==> src/rtl/mem_arb_pkg.sv <==
// Shared types and constants for the two-port memory arbiter.
package mem_arb_pkg;

  typedef enum logic {
    PORT_IF = 1'b0,
    PORT_D  = 1'b1
  } port_e;

  localparam logic MEM_RD = 1'b0;
  localparam logic MEM_WR = 1'b1;

  localparam int DEFAULT_XLEN  = 32;
  localparam int DEFAULT_DEPTH = 1024;

endpackage

==> src/rtl/rr_arb2.sv <==
// Two-way round-robin grant: on a tie the port not granted last wins.
module rr_arb2
  import mem_arb_pkg::*;
(
  input  logic clk_i,
  input  logic rst_i,
  input  logic req_if,
  input  logic req_d,
  output logic gnt_if,
  output logic gnt_d
);

  port_e last_grant;

  // No grant at all while reset is held, so nothing downstream sees a request.
  always_comb begin
    gnt_if = 1'b0;
    gnt_d  = 1'b0;
    if (rst_i) begin
      if (req_if && (!req_d || last_grant == PORT_D)) begin
        gnt_if = 1'b1;
      end else if (req_d) begin
        gnt_d = 1'b1;
      end
    end
  end

  always_ff @(posedge clk_i) begin
    if (!rst_i) begin
      last_grant <= PORT_D;
    end else if (gnt_if) begin
      last_grant <= PORT_IF;
    end else if (gnt_d) begin
      last_grant <= PORT_D;
    end
  end

endmodule

==> src/rtl/mem_arbiter.sv <==
// Arbiter/sequencer sharing one single-port word memory between the fetch
// port and the load/store port; one response per grant, one cycle later.
module mem_arbiter
  import mem_arb_pkg::*;
#(
  parameter int XLEN  = DEFAULT_XLEN,
  parameter int DEPTH = DEFAULT_DEPTH,
  parameter int IDX_W = $clog2(DEPTH)
) (
  input  logic             clk_i,
  input  logic             rst_i,
  input  logic             if_req_valid_i,
  output logic             if_req_ready_o,
  input  logic [XLEN-1:0]  if_req_addr_i,
  output logic             if_rsp_valid_o,
  output logic [XLEN-1:0]  if_rsp_data_o,
  output logic             if_rsp_err_o,
  input  logic             d_req_valid_i,
  output logic             d_req_ready_o,
  input  logic             d_req_we_i,
  input  logic [XLEN-1:0]  d_req_addr_i,
  input  logic [XLEN-1:0]  d_req_wdata_i,
  output logic             d_rsp_valid_o,
  output logic [XLEN-1:0]  d_rsp_data_o,
  output logic             d_rsp_err_o,
  output logic             mem_rw_o,
  output logic [IDX_W-1:0] mem_addr_o,
  output logic [XLEN-1:0]  mem_data_o,
  input  logic [XLEN-1:0]  mem_out_i
);

  logic            gnt_if;
  logic            gnt_d;
  logic            gnt_any;
  logic [XLEN-1:0] sel_addr;
  logic            misaligned;
  logic            out_of_range;
  logic            req_err;
  logic            is_store;
  logic            do_write;

  logic            vld_if_p1;
  logic            vld_d_p1;
  logic            err_p1;
  logic            rd_p1;

  rr_arb2 u_arb (
    .clk_i  (clk_i),
    .rst_i  (rst_i),
    .req_if (if_req_valid_i),
    .req_d  (d_req_valid_i),
    .gnt_if (gnt_if),
    .gnt_d  (gnt_d)
  );

  assign gnt_any        = gnt_if | gnt_d;
  assign if_req_ready_o = gnt_if;
  assign d_req_ready_o  = gnt_d;

  // Stage p0: grant cycle -- address check and memory drive
  assign sel_addr     = gnt_if ? if_req_addr_i : d_req_addr_i;
  assign misaligned   = |sel_addr[1:0];
  assign out_of_range = |sel_addr[XLEN-1:IDX_W+2];
  assign req_err      = misaligned | out_of_range;
  assign is_store     = gnt_d & d_req_we_i;
  assign do_write     = is_store & ~req_err;

  // Memory has no enable, so idle cycles issue a harmless read of word 0.
  always_comb begin
    mem_rw_o   = MEM_RD;
    mem_addr_o = '0;
    mem_data_o = '0;
    if (gnt_any) begin
      mem_addr_o = sel_addr[IDX_W+1:2];
    end
    if (do_write) begin
      mem_rw_o   = MEM_WR;
      mem_data_o = d_req_wdata_i;
    end
  end

  // Stage p1: response cycle -- registered flags qualify the memory read data
  always_ff @(posedge clk_i) begin
    if (!rst_i) begin
      vld_if_p1 <= 1'b0;
      vld_d_p1  <= 1'b0;
      err_p1    <= 1'b0;
      rd_p1     <= 1'b0;
    end else begin
      vld_if_p1 <= gnt_if;
      vld_d_p1  <= gnt_d;
      err_p1    <= gnt_any & req_err;
      rd_p1     <= gnt_any & ~req_err & ~is_store;
    end
  end

  // Reset arriving in the response cycle suppresses the pending response.
  assign if_rsp_valid_o = rst_i & vld_if_p1;
  assign if_rsp_err_o   = rst_i & vld_if_p1 & err_p1;
  assign if_rsp_data_o  = (rst_i & vld_if_p1 & rd_p1) ? mem_out_i : '0;

  assign d_rsp_valid_o  = rst_i & vld_d_p1;
  assign d_rsp_err_o    = rst_i & vld_d_p1 & err_p1;
  assign d_rsp_data_o   = (rst_i & vld_d_p1 & rd_p1) ? mem_out_i : '0;

endmodule

==> config.mk <==
export PLATFORM = sky130hd
export DESIGN_NAME = mem_arbiter
export DESIGN_NICKNAME = d
export VERILOG_FILES = /design/src/rtl/mem_arb_pkg.sv /design/src/rtl/rr_arb2.sv /design/src/rtl/mem_arbiter.sv
export SDC_FILE = /design/constraint.sdc
export NUM_CORES = 1
export LEC_CHECK = 0
export BUFFER_PORTS_ARGS = -buffer_cell sky130_fd_sc_hd__buf_2
export CAP_MARGIN = 25
export CORE_AREA = 2 2 95 97
export CTS_BUF_LIST = sky130_fd_sc_hd__clkbuf_4 sky130_fd_sc_hd__clkbuf_8
export DETAILED_ROUTE_END_ITERATION = 6
export DIE_AREA = 0 0 97 99
export PLACE_DENSITY_LB_ADDON = 0.12
export SETUP_SLACK_MARGIN = 0.2
export SYNTH_ARGS = -nofsm -noshare
export SYNTH_HDL_FRONTEND = slang
export SYNTH_SLANG_ARGS = --single-unit
==> constraint.sdc <==
create_clock -name clk_i -period 2.1 [get_ports clk_i]
set_clock_uncertainty 0.1 [all_clocks]
set_input_delay 0.525 -clock clk_i [delete_from_list [all_inputs] [get_ports clk_i]]
set_output_delay 0.525 -clock clk_i [all_outputs]
set_load 0.01 [all_outputs]
=== Yosys cells after proc, flatten, opt, wreduce, memory -nomap -nowiden ===
Cells that the tools add are included.
Widths: inputs -> output; s select.

* Flip-flop bits (word level): 5
* Bits in latches: 0
* Bits in writable memories: 0
* ROM bits: 0
* Input port bits: 133
* Output and inout bits: 113
* Word-level logic and storage cells: 39
* Memories: 0

* Add/sub/neg operators: 0
* Multiply operators: 0
* Divide/modulo/power cells: 0
* Order comparisons: 0
* Equality and inequality tests: 0
* Shift-type cells: 0
* Muxes and demuxes: 13
* Bitwise gates (word level): 15
* Reductions and logical operators: 6

{| class="wikitable"
|+ Operator list
! kind !! count
|-
| $mux 32 || 4
|-
| $reduce_or 20->1 || 1
|-
| $and 1x1->1 || 11
|-
| $mux 10 || 1
|-
| $mux 1 || 8
|-
| $not 1->1 || 2
|-
| $or 1x1->1 || 2
|-
| $reduce_bool 2->1 || 1
|-
| $reduce_or 2->1 || 1
|-
| $logic_and 1x1->1 || 1
|-
| $logic_not 1->1 || 1
|-
| $logic_or 1x1->1 || 1
|}

=== Longest topological paths before layout ===
Gate-level depths: netlist of run 1.

* Word-level depth: 11
* Gate-level depth with buffers: 6
* Depth with buffers taken out: 4

=== Cells and area by module ===
Synthesis of run 1 repeated with hierarchy kept, for this count alone.

* Cell total of the unflattened synthesis: 170
* Area, all modules: 1,162.4 um2

{| class="wikitable"
|+ By module, submodules not included
! module !! times used !! cells an instance !! area an instance (um2) !! sequential area each (um2)
|-
| mem_arbiter || 1 || 161 || 1,101.1 || 80.1
|-
| rr_arb2 || 1 || 9 || 61.3 || 20.0
|}

=== Worst setup path after synthesis of run 1 ===
Ideal clock, no wire load.

* Path kind: input to output
* Start: input port d_req_addr_i[24]
* End: output port mem_data_o[0]
* Arrival: 1.642 ns
* Required time: 1.475 ns
* Setup slack: -0.167 ns
* Cell stages on the path: 6
* Buffers on the path: 2
* Cell sequence: nor4_1 -> nand2_1 -> or3_1 -> buf_6 -> buf_12 -> a21oi_2

* Longest elaborated chain between the ends: 6

{| class="wikitable"
|+ Ends and longest elaborated chain
! what !! RTL line !! text
|-
| start, declared || mem_arbiter.sv:21 || <nowiki>input logic [XLEN-1:0] d_req_addr_i,</nowiki>
|-
| $mux 32 || mem_arbiter.sv:61 || <nowiki>assign sel_addr = gnt_if ? if_req_addr_i : d_req_addr_i;</nowiki>
|-
| $reduce_or 20->1 || mem_arbiter.sv:63 || <nowiki>assign out_of_range = |sel_addr[XLEN-1:IDX_W+2];</nowiki>
|-
| $or 1x1->1 || mem_arbiter.sv:64 || <nowiki>assign req_err = misaligned | out_of_range;</nowiki>
|-
| $not 1->1 || mem_arbiter.sv:66 || <nowiki>assign do_write = is_store & ~req_err;</nowiki>
|-
| $and 1x1->1 || mem_arbiter.sv:66 ||
|-
| $mux 32 || mem_arbiter.sv:76 || <nowiki>if (do_write) begin</nowiki>
|-
| end, declared || mem_arbiter.sv:28 || <nowiki>output logic [XLEN-1:0] mem_data_o,</nowiki>
|}

Every way passes these cells.

=== Worst setup path after layout of run 1 ===
* Start: input port d_req_addr_i[1]
* End: output port mem_data_o[2]

* Longest elaborated chain between the ends: 6

{| class="wikitable"
|+ Ends and longest elaborated chain
! what !! RTL line !! text
|-
| $mux 32 || mem_arbiter.sv:61 ||
|-
| $reduce_or 2->1 || mem_arbiter.sv:62 || <nowiki>assign misaligned = |sel_addr[1:0];</nowiki>
|-
| $or 1x1->1 || mem_arbiter.sv:64 ||
|-
| $not 1->1 || mem_arbiter.sv:66 ||
|-
| $and 1x1->1 || mem_arbiter.sv:66 ||
|-
| $mux 32 || mem_arbiter.sv:76 ||
|}

Every way passes these cells.

==> impl_metrics.json, run 1 <==
{
  "status": "complete, but fails checks",
  "violations": "negative setup slack",
  "ios": 246,
  "die_x_microns": 97,
  "hpwl_microns": 5780,
  "wl_met3_microns": 563,
  "synth_top_area_frac": 0.301,
  "synth_cells": 200,
  "globalRouteTotalUtil": 0.150,
  "clk-insertion-delay-late_ns": 0.22,
  "worst_slack_ns": -0.455,
  "hold_violations": 0,
  "final_common_cell": "buf_2",
  "ctsHoldBuffers": 0,
  "die_h_microns": 99,
  "start_util": 0.161,
  "critPathLaunchType": "primary input",
  "finalMaxSlewViolations": 0,
  "drcViolationCount": 0,
  "post_drt_wl_per_cell_microns": 14.7,
  "drive_above_1_share": 0.848,
  "grt_pass1_wl_microns": 12000,
  "wl_microns": 8460,
  "area_growth_pct": 213,
  "synth_area_leaders": "and2_1, a21oi_2, nand2_1",
  "power_per_cell_area_nw_per_um2": 133,
  "num_rows": 34,
  "dp_cells": 551,
  "vias": 2485,
  "netlist_area_sq_um": 1370,
  "h-tree-depth": 1,
  "mostFrequentLayoutCells": "buf_2, buf_6, and2_4",
  "path_class": "primary input to output port",
  "path_clk_slew_ns": 0.03,
  "grt_max_degree": 35,
  "yosysWarnings": 0,
  "final-instance-count-excl-fill": 574,
  "fin_util": 0.503,
  "antennaDiodeCount": 0,
  "antenna_found_initial": 0,
  "rsz0062_at_grt": "yes",
  "cts_tree": "built",
  "crit_path_end_kind": "output port",
  "clock-root-buffer": "clkbuf_8",
  "synth.distinct_cells": 23,
  "p_total_uw": 573,
  "syn_avg_cell_area_sq_um": 6.86,
  "maxCapViolCount": 0,
  "period_share": 1.22,
  "ys_ff_latch": 5,
  "slowest_delay_ns": 0.48,
  "drtAntennaViolNets": 0,
  "routed-wl-met2_microns": 4760,
  "relSlewSlack": 0.825,
  "io_buffers": 245,
  "core_area_sq_um": 8550,
  "drt_iter0_drc": 23,
  "vdd_drop_max_mv": 0.129,
  "worst_pin_slew_ns": 0.263,
  "detail_route.vias_per_cell": 4.33,
  "highest_layer": "met4",
  "overflow": 0,
  "setup_violations": 38,
  "clock_sinks": 5,
  "crit_slowest_cell": "or3_4",
  "first_pass_iters": 4,
  "ys_seq_area_frac": 0.0729,
  "synth_top_area_cell": "and2_1",
  "cp_max_fo": 7,
  "syn_nets": 333,
  "hold_path.class": "flop to flop",
  "crit_top_cell": "buf_2",
  "die_area_sq_um": 9600,
  "gp_congestion": 0.747,
  "clock.fmax_ghz": 0.391,
  "wl_met1_microns": 3070,
  "clockBufferDepth": 2,
  "critPathArrivalTime_ns": 1.93,
  "required_ns": 1.47,
  "final_net_count": 600,
  "cp_cell_sequence": "buf_2, nor4_4, nand4_1, or3_4, clkbuf_16, a21oi_4, buf_2",
  "grt_pass1_vias": 2432,
  "cts_buffers": 3,
  "period_needed_ns": 2.55,
  "leakage_uw": 0.00203
}
[where the power goes]
part           total [uW]  switching (uW)  internal (uW)
Sequential            105            3.84            101
Combinational         284             122            161
Clock                 185            42.1            143
Total                 573             168            405
[layout make-up]
cell class | instances | area (sq um)
multi-input cells | 175 | 1630
inverters | 1 | 3.75
well taps | 108 | 135
repair buffers | 281 | 2380
fillers | 785 | 4250
flip-flops and latches | 5 | 100
clock buffers | 4 | 48.8
[metrics by stage]
step | cell area (sq um) | setup TNS [ns] | hold slack [ns] | worst slack (ns)
2_1_floorplan | 1620 | -5.06 | 0.372 | -0.160
3_3_place_gp | 3040 | -14.22 | 0.408 | -0.437
3_5_place_dp | 3040 | -13.48 | 0.410 | -0.424
4_1_cts | 3870 | -12.13 | 0.455 | -0.397
5_1_grt | 4300 | -16.13 | 0.532 | -0.511
6_report | 4300 | -13.71 | 0.495 | -0.455
[cells by family (layout without fill, tap and decap cells)]
| family | count (synthesis) | after routing | synth area share |
|---|---|---|---|
| AND/OR/NAND/NOR | 126 | 127 | 0.525 |
| AO/OA/AOI/OAI | 48 | 48 | 0.298 |
| buffers and inverters | 21 | 286 | 0.104 |
| flip-flops | 5 | 5 | 0.0729 |
[critical path, delay by kind of cell]
family	cells	cell delay (ns)
compound gates	1	0.12
simple gates	3	0.82
buf+inv	3	0.46
[final timing paths]
check	startpoint	endpoint	slack, ns	cells past startpoint
hold reg to reg	u_arb.last_grant$_SDFFE_PN1P_	vld_if_p1$_SDFF_PN0_	0.49	2
setup / recovery	d_req_addr_i[1]	mem_data_o[2]	-0.45	7
setup reg to reg	u_arb.last_grant$_SDFFE_PN1P_	rd_p1$_SDFF_PN0_	0.51	5
hold / removal	u_arb.last_grant$_SDFFE_PN1P_	vld_if_p1$_SDFF_PN0_	0.49	2
[Yosys cell counts (all sizes together)]
library cell  number
nor4              10
clkbuf            10
and2              66
and4               2
nand2             36
nor2               3
a21oi             34
and3               6
or3                1
inv                1
o211a              1
o21ai              1
a211oi             1
dfxtp              5
a21boi             1
nand4              2
buf               10
a22o              10
[state kept, by name (all words and copies together), names as in the netlist]
register and count:
err_p1 1, vld_if_p1 1, vld_d_p1 1, rd_p1 1, u_arb.last_grant 1
[layer usage]
metal	vias up	global-route usage
met5	-	0
met4	0	0.0379
met3	4	0.0163
met2	142	0.296
met1	1118	0.171
li1	1221	-
[timing repair]
action / 4_1_cts / 5_1_grt
gates resized for setup: 113 / 77
pin swaps: 47 / 25
setup buffers: 8 / 1
endpoints found under the setup margin: 108 / 109
cloned: 7 / 3
(Power assumes the default switching activity.)
==> inputs of run 2 (changes only) <==
--- a/config.mk
+++ b/config.mk
@@ -13,6 +13,7 @@
 export DIE_AREA = 0 0 97 99
 export PLACE_DENSITY_LB_ADDON = 0.12
 export SETUP_SLACK_MARGIN = 0.2
+export SLEW_MARGIN = 20
 export SYNTH_ARGS = -nofsm -noshare
 export SYNTH_HDL_FRONTEND = slang
 export SYNTH_SLANG_ARGS = --single-unit
==> constraint.sdc (replaced) <==
create_clock -name clk_i -period 2.2 [get_ports clk_i]
set_clock_uncertainty 0.1 [all_clocks]
set_input_delay 0.55 -clock clk_i [delete_from_list [all_inputs] [get_ports clk_i]]
set_output_delay 0.55 -clock clk_i [all_outputs]
set_load 0.01 [all_outputs]
==> impl_metrics.json, run 2 (synthesis results as in run 1) <==
{
  "status": "complete, but fails checks",
  "violations": "negative setup slack",
  "antennaDiodeCount": 0,
  "hpwl_microns": 5900,
  "r2r-start": "u_arb.last_grant$_SDFFE_PN1P_",
  "hold_violations": 0,
  "antenna_found_initial": 1,
  "crit_path_end_kind": "output port",
  "first_pass_iters": 4,
  "clock.fmax_ghz": 0.388,
  "clock-root-buffer": "clkbuf_8",
  "crit_slowest_cell": "or3_4",
  "core_area_sq_um": 8550,
  "area_growth_pct": 218,
  "met3_usage": 0.0496,
  "grt_pass1_wl_microns": 12500,
  "path_clk_slew_ns": 0.04,
  "finalMaxSlewViolations": 0,
  "use_met2": 0.323,
  "drive_above_1_share": 0.855,
  "mostFrequentLayoutCells": "buf_2, buf_6, and2_4",
  "fillers": 779,
  "drt_iter0_drc": 35,
  "overflow": 0,
  "grt_pass1_vias": 2533,
  "clockBufferDepth": 2,
  "hold_path.class": "flop to flop",
  "cp_max_fo": 16,
  "holdPathStages": 2,
  "ff2ff_path_depth": 6,
  "drcViolationCount": 0,
  "final_common_cell": "buf_2",
  "cts_buffers": 3,
  "final-seq-area_sq_um": 100,
  "die_x_microns": 97,
  "h-tree-depth": 1,
  "die_h_microns": 99,
  "num_rows": 34,
  "clock_sinks": 5,
  "slowest_delay_ns": 0.41,
  "worst_slack_ns": -0.379,
  "dp_cells": 553,
  "maxCapViolCount": 0,
  "relSlewSlack": 0.836,
  "fin_util": 0.510,
  "min_to": "vld_if_p1$_SDFF_PN0_",
  "leakage_uw": 0.00204,
  "rsz0062_at_grt": "yes",
  "gp_congestion": 0.791,
  "reg2reg_slack_ns": 0.52,
  "gr-usage-met1": 0.156,
  "ios": 246,
  "grt_max_degree": 35,
  "required_ns": 1.55,
  "vias": 2476,
  "io_buffers": 245,
  "final_net_count": 603,
  "path_class": "primary input to output port",
  "multiInputGateArea_sq_um": 1640,
  "worst_pin_slew_ns": 0.243,
  "final-instance-count-excl-fill": 577,
  "period_needed_ns": 2.58,
  "drtAntennaViolNets": 0,
  "power_per_cell_area_nw_per_um2": 127,
  "crit_top_cell": "buf_2",
  "period_share": 1.17,
  "critPathArrivalTime_ns": 1.93,
  "setup_violations": 41,
  "start_util": 0.161,
  "critPathLaunchType": "primary input",
  "wl_microns": 8720,
  "detail_route.vias_per_cell": 4.29,
  "r2r-end": "rd_p1$_SDFF_PN0_",
  "clk-insertion-delay-late_ns": 0.22,
  "min-delay-start": "u_arb.last_grant$_SDFFE_PN1P_",
  "die_area_sq_um": 9600,
  "fin_setup_tns_ns": -11.57,
  "post_drt_wl_per_cell_microns": 15.1,
  "cts_tree": "built",
  "cp_cell_sequence": "buf_2, nor4_2, nand4_1, or3_4, buf_12, a21oi_4, buf_2",
  "grt_busiest_layer": "met2",
  "vdd_drop_max_mv": 0.115,
  "globalRouteTotalUtil": 0.158
}
## run 2: changes by cell type in the layout (fill, tap and decap cells not counted), sizes merged
| cell | previous run | this run |
|---|---|---|
| buf | 279 | 283 |
| and3 | 7 | 6 |
## run 2: layer usage
metal	wire length, microns	part of all wire
met5	13	0.0015
met4	87	0.010
met3	704	0.081
met2	4910	0.56
met1	3010	0.34
## run 2: critical path: cells and delay by family
kind / cells / cell delay, ns
simple gates: 3 / 0.81
buf+inv: 3 / 0.44
compound gates: 1 / 0.12
## run 2: area by class of cell
class / instances / share of cell area
Clock buffer: 4 / 0.0112
Inverter: 1 / 0.000861
Multi-Input combinational cell: 174 / 0.375
Sequential cell: 5 / 0.0229
Tap cell: 108 / 0.0310
Timing Repair Buffer: 285 / 0.559
## run 2: what timing repair did
item / CTS / global route
gates resized for setup: 123 / 74
endpoints found under the setup margin: 108 / 110
pin swaps: 55 / 23
buffers inserted: 7 / 4
hold buffers: 0 / 0
cloned: 7 / 2
## run 2: worst max path at each step
stage,start,to,slack (ns),depth (start not counted)
2_1_floorplan,d_req_addr_i[24],mem_data_o[0],-0.11,6
3_3_place_gp,d_req_addr_i[16],mem_data_o[25],-0.36,7
3_5_place_dp,d_req_addr_i[16],mem_data_o[25],-0.39,7
4_1_cts,d_req_addr_i[16],mem_data_o[16],-0.37,7
5_1_grt,d_req_addr_i[16],mem_data_o[26],-0.43,7
6_report,d_req_addr_i[12],mem_data_o[16],-0.38,7
## run 2: per-stage QoR
| stage | hold slack (ns) | cell area, sq um | power, uW | setup slack (ns) |
|---|---|---|---|---|
| 2_1_floorplan | 0.372 | 1620 | 163 | -0.110 |
| 3_3_place_gp | 0.393 | 3070 | 324 | -0.358 |
| 3_5_place_dp | 0.392 | 3070 | 328 | -0.393 |
| 4_1_cts | 0.432 | 3900 | 539 | -0.374 |
| 5_1_grt | 0.492 | 4360 | 600 | -0.433 |
| 6_report | 0.467 | 4360 | 556 | -0.379 |
## run 2: where the power goes
part / total [uW] / leakage, uW / internal [uW] / switching (uW)
sequential: 99.6 / 0.0000413 / 96.4 / 3.25
clock: 180 / 0.0000262 / 137 / 43.1
combinational: 276 / 0.00197 / 159 / 118
total: 556 / 0.00204 / 391 / 164
